==> src/rtl/mips_pkg.sv <==
// mips_pkg
//    Shared definitions for the multicycle MIPS core: opcode values (also
//    used by the ALU control decoder), sequencer state encoding, ALU operand
//    B select and PC source select encodings, and the opcode class type used
//    by the DECODE transition.
//    No ports.
package mips_pkg;

   // Opcodes (IR[31:26])
   localparam logic [5:0] OP_RTYPE = 6'h00;
   localparam logic [5:0] OP_J     = 6'h02;
   localparam logic [5:0] OP_BEQ   = 6'h04;
   localparam logic [5:0] OP_BNE   = 6'h05;
   localparam logic [5:0] OP_ADDI  = 6'h08;
   localparam logic [5:0] OP_ADDIU = 6'h09;
   localparam logic [5:0] OP_ANDI  = 6'h0C;
   localparam logic [5:0] OP_ORI   = 6'h0D;
   localparam logic [5:0] OP_XORI  = 6'h0E;
   localparam logic [5:0] OP_LUI   = 6'h0F;
   localparam logic [5:0] OP_LW    = 6'h23;
   localparam logic [5:0] OP_SW    = 6'h2B;

   // Sequencer states
   localparam logic [3:0] S_IDLE     = 4'd0;
   localparam logic [3:0] S_FETCH    = 4'd1;
   localparam logic [3:0] S_DECODE   = 4'd2;
   localparam logic [3:0] S_EXEC_R   = 4'd3;
   localparam logic [3:0] S_WB_R     = 4'd4;
   localparam logic [3:0] S_EXEC_I   = 4'd5;
   localparam logic [3:0] S_WB_I     = 4'd6;
   localparam logic [3:0] S_MEM_ADDR = 4'd7;
   localparam logic [3:0] S_MEM_RD   = 4'd8;
   localparam logic [3:0] S_WB_MEM   = 4'd9;
   localparam logic [3:0] S_MEM_WR   = 4'd10;
   localparam logic [3:0] S_BRANCH   = 4'd11;
   localparam logic [3:0] S_JUMP     = 4'd12;
   localparam logic [3:0] S_ILLEGAL  = 4'd13;

   // ALU operand B select
   localparam logic [1:0] ALUB_RT     = 2'b00;
   localparam logic [1:0] ALUB_FOUR   = 2'b01;
   localparam logic [1:0] ALUB_IMM    = 2'b10;
   localparam logic [1:0] ALUB_IMM_SH = 2'b11;

   // PC source select
   localparam logic [1:0] PCSRC_ALU    = 2'b00;
   localparam logic [1:0] PCSRC_ALUOUT = 2'b01;
   localparam logic [1:0] PCSRC_JUMP   = 2'b10;

   typedef enum logic [2:0] {
      CLS_MEM,
      CLS_RTYPE,
      CLS_ITYPE,
      CLS_BRANCH,
      CLS_JUMP,
      CLS_ILLEGAL
   } op_class_t;

endpackage

==> src/rtl/mc_op_class.sv <==
// mc_op_class
//    Combinational opcode classifier used to pick the state after DECODE.
//    Ports:
//       opcode    in  6  instruction opcode field
//       op_class  out    instruction class (MEM, RTYPE, ITYPE, BRANCH, JUMP, ILLEGAL)
module mc_op_class
   import mips_pkg::*;
(
   input  logic [5:0] opcode,
   output op_class_t  op_class
);

   always_comb begin
      op_class = CLS_ILLEGAL;
      case (opcode)
         OP_LW, OP_SW:                 op_class = CLS_MEM;
         OP_RTYPE:                     op_class = CLS_RTYPE;
         OP_ADDI, OP_ADDIU, OP_ANDI,
         OP_ORI, OP_XORI, OP_LUI:      op_class = CLS_ITYPE;
         OP_BEQ, OP_BNE:               op_class = CLS_BRANCH;
         OP_J:                         op_class = CLS_JUMP;
         default:                      op_class = CLS_ILLEGAL;
      endcase
   end

endmodule

==> src/rtl/multicycle_control.sv <==
// multicycle_control
//    Moore sequencer for the unpipelined multicycle MIPS core. Steps each
//    instruction through FETCH, DECODE, EXEC, MEM and WB states and drives
//    every datapath select/enable, including the ALU op code so the single
//    ALU serves PC+4, branch target, address add and the instruction op.
//    Build option: MULTICYCLE_CTRL_ILLEGAL_TRAP_EN
//       defined   - ILLEGAL state raises o_illegal and holds until reset
//       undefined - ILLEGAL is a one-cycle no-op, o_illegal tied 0
//    Ports:
//       i_clk, i_rst_n (sync, active-low), i_opcode (IR[31:26]),
//       i_memReady (memory completes access this cycle),
//       o_pcWrite, o_pcWriteCond, o_branchNe, o_pcSrc, o_iorD, o_memRead,
//       o_memWrite, o_irWrite, o_regDst, o_memToReg, o_regWrite,
//       o_aluSrcA, o_aluSrcB, o_aluOp, o_illegal
module multicycle_control
   import mips_pkg::*;
(
   input  logic       i_clk,
   input  logic       i_rst_n,
   input  logic [5:0] i_opcode,
   input  logic       i_memReady,
   output logic       o_pcWrite,
   output logic       o_pcWriteCond,
   output logic       o_branchNe,
   output logic [1:0] o_pcSrc,
   output logic       o_iorD,
   output logic       o_memRead,
   output logic       o_memWrite,
   output logic       o_irWrite,
   output logic       o_regDst,
   output logic       o_memToReg,
   output logic       o_regWrite,
   output logic       o_aluSrcA,
   output logic [1:0] o_aluSrcB,
   output logic [5:0] o_aluOp,
   output logic       o_illegal
);

   logic [3:0] state;
   logic [3:0] state_nxt;
   logic [5:0] op_q;
   op_class_t  op_class;

   mc_op_class u_op_class (
      .opcode   (i_opcode),
      .op_class (op_class)
   );

   always_ff @(posedge i_clk) begin
      if (!i_rst_n) begin
         state <= S_IDLE;
         op_q  <= OP_RTYPE;
      end else begin
         state <= state_nxt;
         // The IR is only guaranteed valid in DECODE; later states use op_q.
         if (state == S_DECODE) begin
            op_q <= i_opcode;
         end
      end
   end

   always_comb begin
      state_nxt = state;
      case (state)
         S_IDLE:     state_nxt = S_FETCH;
         S_FETCH:    state_nxt = i_memReady ? S_DECODE : S_FETCH;
         S_DECODE: begin
            case (op_class)
               CLS_MEM:     state_nxt = S_MEM_ADDR;
               CLS_RTYPE:   state_nxt = S_EXEC_R;
               CLS_ITYPE:   state_nxt = S_EXEC_I;
               CLS_BRANCH:  state_nxt = S_BRANCH;
               CLS_JUMP:    state_nxt = S_JUMP;
               default:     state_nxt = S_ILLEGAL;
            endcase
         end
         S_EXEC_R:   state_nxt = S_WB_R;
         S_WB_R:     state_nxt = S_FETCH;
         S_EXEC_I:   state_nxt = S_WB_I;
         S_WB_I:     state_nxt = S_FETCH;
         // Only LW and SW reach MEM_ADDR, so anything not LW is a store.
         S_MEM_ADDR: state_nxt = (op_q == OP_LW) ? S_MEM_RD : S_MEM_WR;
         S_MEM_RD:   state_nxt = i_memReady ? S_WB_MEM : S_MEM_RD;
         S_WB_MEM:   state_nxt = S_FETCH;
         S_MEM_WR:   state_nxt = i_memReady ? S_FETCH : S_MEM_WR;
         S_BRANCH:   state_nxt = S_FETCH;
         S_JUMP:     state_nxt = S_FETCH;
`ifdef MULTICYCLE_CTRL_ILLEGAL_TRAP_EN
         S_ILLEGAL:  state_nxt = S_ILLEGAL;
`else
         S_ILLEGAL:  state_nxt = S_FETCH;
`endif
         default:    state_nxt = S_IDLE;
      endcase
   end

   always_comb begin
      o_pcWrite     = 1'b0;
      o_pcWriteCond = 1'b0;
      o_branchNe    = 1'b0;
      o_pcSrc       = PCSRC_ALU;
      o_iorD        = 1'b0;
      o_memRead     = 1'b0;
      o_memWrite    = 1'b0;
      o_irWrite     = 1'b0;
      o_regDst      = 1'b0;
      o_memToReg    = 1'b0;
      o_regWrite    = 1'b0;
      o_aluSrcA     = 1'b0;
      o_aluSrcB     = ALUB_RT;
      o_aluOp       = OP_RTYPE;
      o_illegal     = 1'b0;
      case (state)
         S_FETCH: begin
            o_memRead = 1'b1;
            // Gate PC/IR loads with ready so a stalled fetch cannot
            // advance the PC more than once.
            o_irWrite = i_memReady;
            o_pcWrite = i_memReady;
            o_aluSrcB = ALUB_FOUR;
            o_aluOp   = OP_ADDI;
            o_pcSrc   = PCSRC_ALU;
         end
         S_DECODE: begin
            o_aluSrcB = ALUB_IMM_SH;
            o_aluOp   = OP_ADDI;
         end
         S_EXEC_R: begin
            o_aluSrcA = 1'b1;
            o_aluSrcB = ALUB_RT;
            o_aluOp   = op_q;
         end
         S_WB_R: begin
            o_regDst   = 1'b1;
            o_regWrite = 1'b1;
         end
         S_EXEC_I: begin
            o_aluSrcA = 1'b1;
            o_aluSrcB = ALUB_IMM;
            o_aluOp   = op_q;
         end
         S_WB_I: begin
            o_regWrite = 1'b1;
         end
         S_MEM_ADDR: begin
            o_aluSrcA = 1'b1;
            o_aluSrcB = ALUB_IMM;
            o_aluOp   = OP_ADDI;
         end
         S_MEM_RD: begin
            o_iorD    = 1'b1;
            o_memRead = 1'b1;
         end
         S_WB_MEM: begin
            o_memToReg = 1'b1;
            o_regWrite = 1'b1;
         end
         S_MEM_WR: begin
            o_iorD     = 1'b1;
            o_memWrite = 1'b1;
         end
         S_BRANCH: begin
            o_aluSrcA     = 1'b1;
            o_aluSrcB     = ALUB_RT;
            o_aluOp       = op_q;
            o_pcWriteCond = 1'b1;
            o_pcSrc       = PCSRC_ALUOUT;
            o_branchNe    = (op_q == OP_BNE);
         end
         S_JUMP: begin
            o_pcWrite = 1'b1;
            o_pcSrc   = PCSRC_JUMP;
         end
`ifdef MULTICYCLE_CTRL_ILLEGAL_TRAP_EN
         S_ILLEGAL:  o_illegal = 1'b1;
`endif
         default: ;
      endcase
   end

endmodule
==> config.mk <==
export PLATFORM = sky130hd
export DESIGN_NAME = multicycle_control
export DESIGN_NICKNAME = d
export VERILOG_FILES = /design/src/rtl/mips_pkg.sv /design/src/rtl/mc_op_class.sv /design/src/rtl/multicycle_control.sv
export SDC_FILE = /design/constraint.sdc
export NUM_CORES = 1
export LEC_CHECK = 0
export BUFFER_PORTS_ARGS = -buffer_cell sky130_fd_sc_hd__buf_2
export CORE_ASPECT_RATIO = 1.5
export CORE_MARGIN = 3
export CORE_UTILIZATION = 35
export CTS_CLUSTER_SIZE = 24
export DETAILED_ROUTE_END_ITERATION = 12
export GPL_TIMING_DRIVEN = 0
export SLEW_MARGIN = 20
export SYNTH_ARGS = -nofsm -noshare
export SYNTH_HDL_FRONTEND = slang
export SYNTH_SLANG_ARGS = --single-unit
==> constraint.sdc <==
create_clock -name i_clk -period 1.7 [get_ports i_clk]
set_input_delay 0.34 -clock i_clk [delete_from_list [all_inputs] [get_ports i_clk]]
set_output_delay 0.34 -clock i_clk [all_outputs]
set_load 0.05 [all_outputs]
**Word level (Yosys, flattened, before mapping)**

Index checks and enable logic that the tools add are counted.

- Bits in registers: 10
- Output and inout port bits: 22
- Logic and storage cells: 67
- Input bits: 9

- Reductions and logical operators: 14
- Multiplexer cells: 21
- Eq/ne operators: 30

Operator list:

| operator | number |
|---|---|
| $eq A6 B4 Y1 const B | 6 |
| $pmux W4 S8 | 1 |
| $eq A4 B4 Y1 const B | 6 |
| $pmux W4 S5 | 1 |
| $eq A6 B3 Y1 const B | 3 |
| $eq A6 B6 Y1 const B | 3 |
| $eq A4 B3 Y1 const B | 4 |
| $pmux W3 S5 | 1 |
| $pmux W6 S2 | 1 |
| $mux W1 | 11 |
| $reduce_or A2 Y1 | 5 |
| $reduce_or A3 Y1 | 3 |
| $eq A4 B2 Y1 const B | 2 |
| $reduce_or A7 Y1 | 1 |
| $eq A3 B2 Y1 const B | 2 |
| $eq A6 B2 Y1 const B | 1 |
| $logic_not A6 Y1 | 1 |
| $pmux W2 S3 | 1 |
| $reduce_or A6 Y1 | 1 |
| $eq A4 B1 Y1 const B | 1 |
| $logic_not A4 Y1 | 1 |
| $mux W2 | 2 |
| $mux W4 | 1 |
| $pmux W2 S2 | 1 |
| 5 further kinds | 5 |

**Logic depth before layout (Yosys ltp)**

- Depth in word-level cells: 6
- Mapped depth: 5

**Modules after synthesis**

A second synthesis with hierarchy kept.

- Cell total of the unflattened synthesis: 113
- Area total of the unflattened synthesis: 898.4 µm²

By module, submodules not included:

| module | cells an instance | sequential area each (µm²) | area an instance (µm²) | instances |
|---|---|---|---|---|
| multicycle_control | 97 | 200.2 | 807.0 | 1 |
| mc_op_class | 16 | 0.0 | 91.3 | 1 |

**Least setup slack after synthesis**

OpenSTA, ideal clock, no wires.

- Kind: reg-to-output
- Start point: reg state[3]
- End point: out o_pcWrite
- Data required time: 1.360 ns
- Cell stages (with the launch flop): 5
- Setup slack: -0.826 ns
- Arrival time: 2.186 ns
- Cells stage by stage: dfxtp_1 buf_6 nand2_1 nor3_1 or2_1

- Word-level cells in the longest chain between the ends: 2

Ends and longest elaborated chain:

| element | RTL line | source |
|---|---|---|
| start, declared | multicycle_control.sv:39 | `logic [3:0] state;` |
| start signal, assigned | multicycle_control.sv:54 | `state <= state_nxt;` |
| $eq A4 B4 Y1 or $eq A4 B1 Y1 (tied branches) | multicycle_control.sv:113 | `case (state)` |
| $pmux W1 S2 (*) | multicycle_control.sv:113 |  |
| end, declared | multicycle_control.sv:22 | `output logic o_pcWrite,` |

Mark *: on every way between the ends. The rest lies on a longest branch, timed or not.

**Worst setup path after layout**

- Start point: reg state[0]
- End point: out o_branchNe

- Word-level cells in the longest chain between the ends: 2

Ends and longest elaborated chain:

| element | RTL line | source |
|---|---|---|
| $eq A4 B4 Y1 | multicycle_control.sv:113 |  |
| $mux W1 | multicycle_control.sv:113 |  |
| end, declared | multicycle_control.sv:24 | `output logic o_branchNe,` |

No other way between the ends.

==> impl_metrics.json <==
{
  "status": "finished with violations",
  "violations": "negative setup slack",
  "synth_xor_xnor_area_share": 0.0101,
  "maxCapViolCount": 0,
  "finalSetupViolCount": 6,
  "die_w_um": 46.6,
  "drt_iter0_markers": 9,
  "htree_num_levels": 1,
  "synth_edf_count": 0,
  "crit_fanout": 5,
  "synthMuxAreaShare": 0,
  "port_buffers": 29,
  "utilization": 0.622,
  "hold_path_end": "op_q[2]$_SDFFE_PN0P_",
  "setup.worst_path.start": "state[0]$_SDFF_PN0_",
  "skew_ns": 0.00165,
  "p_per_area_nw_per_um2": 630,
  "cts_root_buffer": "clkbuf_4",
  "ff2ff_path_depth": 5,
  "cp_num_buf_inv": 3,
  "num_vias": 1000,
  "worst_setup_path_start_kind": "flip-flop",
  "cts_hold_buf": 0,
  "slowest_delay_ns": 0.34,
  "fillers": 212,
  "final_layout_size_suffix_gt1_frac": 0.513,
  "min_period_ns": 1.73,
  "hold_viol_final": 0,
  "ios": 31,
  "first_global_vias": 866,
  "cp.required_ns": 1.36,
  "ys_seq_area_frac": 0.231,
  "fin_nets": 168,
  "synth-compound-area-share": 0.286,
  "wl_per_cell_um": 14.3,
  "grt-ovfl-total": 0,
  "fin_ws_ns": -0.0320,
  "coreArea_um2": 2290,
  "leakagePower_uw": 0.000594,
  "rrSetupSlack_ns": 0.37,
  "multi_input_area_um2": 694,
  "grt_pass1_wl_um": 3980,
  "dpl.cell_count": 165,
  "critical_path_depth": 5,
  "regArea_um2": 213,
  "drt_wl_total_um": 2590,
  "cp.arrival_ns": 1.39,
  "yosysTopAreaCell": "dfxtp_1",
  "antenna_found_initial": 0,
  "drt_pass1_iterations": 4,
  "layoutNonFillerInstCount": 181,
  "cts_buffer_depth": 2,
  "grt_usage": 0.169,
  "min_path_cells": 3,
  "period_share": 1.02,
  "routed_via_density": 5.52,
  "hp-start": "i_opcode[2]",
  "syn-cell-area_um2": 867,
  "syn-instance-count": 113,
  "yosys_register_bits": 10,
  "clkLatencyLatePin_ns": 0.26,
  "die_area_um2": 3120,
  "synth_area_leaders": "dfxtp_1, nand2_1, a21boi_1",
  "slew_violations": 0,
  "rsz0062_at_grt": "yes",
  "syn_area_per_cell_um2": 7.67,
  "cp_cell_sequence": "buf_8 -> clkinv_8 -> nor3_4 -> and4_4 -> buf_8",
  "max_freq_mhz": 577,
  "synthToLayoutAreaGrowth_pct": 63.9,
  "end_kind": "output pin",
  "cts_buffers": 3,
  "r2r_start": "state[2]$_SDFF_PN0_",
  "synth_top_area_share": 0.231,
  "hp-class": "input pin to flip-flop",
  "cts_num_sinks": 10,
  "crit_path_frequent_cell": "buf_8",
  "synth-simple-area-share": 0.387,
  "ant_nets": 0,
  "grt_max_degree": 11,
  "path_class": "flip-flop to output pin",
  "antennaDiodeCount": 0,
  "rows": 21,
  "routabilityCongestion": 0.794,
  "synth_top_family_by_area": "simple AND/OR/NAND/NOR gates",
  "synthAdderAreaFrac": 0,
  "r2r-end": "state[1]$_SDFF_PN0_",
  "dp_hpwl_um": 1790,
  "syn-num-nets": 122,
  "die_h_um": 67.0,
  "synth_cell_type_count": 45,
  "clk_pin_slew_ns": 0.07,
  "start_util": 0.379,
  "ir_drop_mv": 0.423,
  "synth_ff_type": "dfxtp_1",
  "drc_errors": 0,
  "critPathTopFamily": "simple AND/OR/NAND/NOR gates",
  "critPathSlowestCell": "dfxtp_2",
  "synthArstFlopShare": 0,
  "cts_tree": "done",
  "yosysWarnings": 0
}
final cells by class:
class | count | area share
tap | 23 | 0.0202
clock buffer | 4 | 0.0255
multi-input combinational | 92 | 0.489
inverter | 3 | 0.0167
timing repair buffer | 42 | 0.248
sequential | 10 | 0.150
buffer | 7 | 0.0511
logic make-up (layout without fill, tap and decap cells):
| logic type | count (synthesis) | after routing |
|---|---|---|
| XOR/XNOR | 1 | 1 |
| AO/OA/AOI/OAI | 33 | 33 |
| other | 1 | 1 |
| AND/OR/NAND/NOR | 57 | 57 |
| flip-flops | 10 | 10 |
| buffers and inverters | 11 | 56 |
placed cells by master, fill, tap and decap left out, types with 3 or more instances in the layout:
cell	count
and3_1	3
and3_4	3
buf_4	17
clkbuf_4	4
a21oi_1	7
buf_8	6
a21boi_1	7
dfxtp_1	6
buf_6	12
buf_2	13
nand2_1	15
a311oi_1	3
dfxtp_4	3
nor3_2	3
nor2_1	10
registers in the layout, summed over array words and instances, names as in the netlist:
| name | cells |
|---|---|
| op_q | 6 |
| state | 4 |
tightest hold or removal path, cell delays in order:
cell and delay (ns):
buf_2 0.13, nand2_1 0.06, a21boi_1 0.05
cells in the mapped netlist, types with 2 or more instances:
library cell / number
a311oi_1: 3
o21ai_0: 2
buf_4: 3
buf_6: 2
dfxtp_1: 10
buf_2: 2
o21ai_1: 3
nor2b_1: 2
and3_1: 6
a21boi_1: 6
nor2_1: 10
nor3b_1: 2
a21oi_1: 8
nand2_1: 15
nand2b_1: 5
nor3_1: 4
nor2_2: 2
what timing repair did:
item	4_1_cts	5_1_grt
pin swaps	10	6
buffers inserted	8	5
setup endpoints to repair	15	16
resized for setup	42	17
power by group:
| group | switching (µW) | internal (µW) |
|---|---|---|
| combinational | 254 | 169 |
| sequential | 15.6 | 245 |
| clock | 81.7 | 130 |
through the flow:
step / setup TNS [ns] / total power, µW / area [µm²] / setup WS, ns / hold slack, ns
6_report: -0.0817 / 895 / 1420 / -0.0320 / 0.357
5_1_grt: -0.674 / 945 / 1420 / -0.0894 / 0.377
4_1_cts: -0.176 / 868 / 1330 / -0.0390 / 0.352
3_5_place_dp: 0 / 598 / 1100 / 0.0515 / 0.462
3_3_place_gp: 0 / 594 / 1100 / 0.0836 / 0.459
2_1_floorplan: -0.591 / 522 / 931 / -0.353 / 0.439
how the worst max path moves through the flow:
stage	endpoint	slack, ns
floorplan	o_pcWrite	-0.35
CTS	o_branchNe	-0.04
global placement	o_aluOp[3]	0.08
global route	o_branchNe	-0.09
detailed placement	o_aluOp[2]	0.05
finish	o_branchNe	-0.03
layer usage:
layer | track usage | up-vias | wire length (µm)
li1 | - | 498 | -
met1 | 0.222 | 472 | 1070
met2 | 0.281 | 26 | 1380
met3 | 0.0108 | 4 | 106
met4 | 0.0623 | 0 | 40
met5 | 0 | - | 0
No activity file was read; power rests on OpenSTA's default activity.
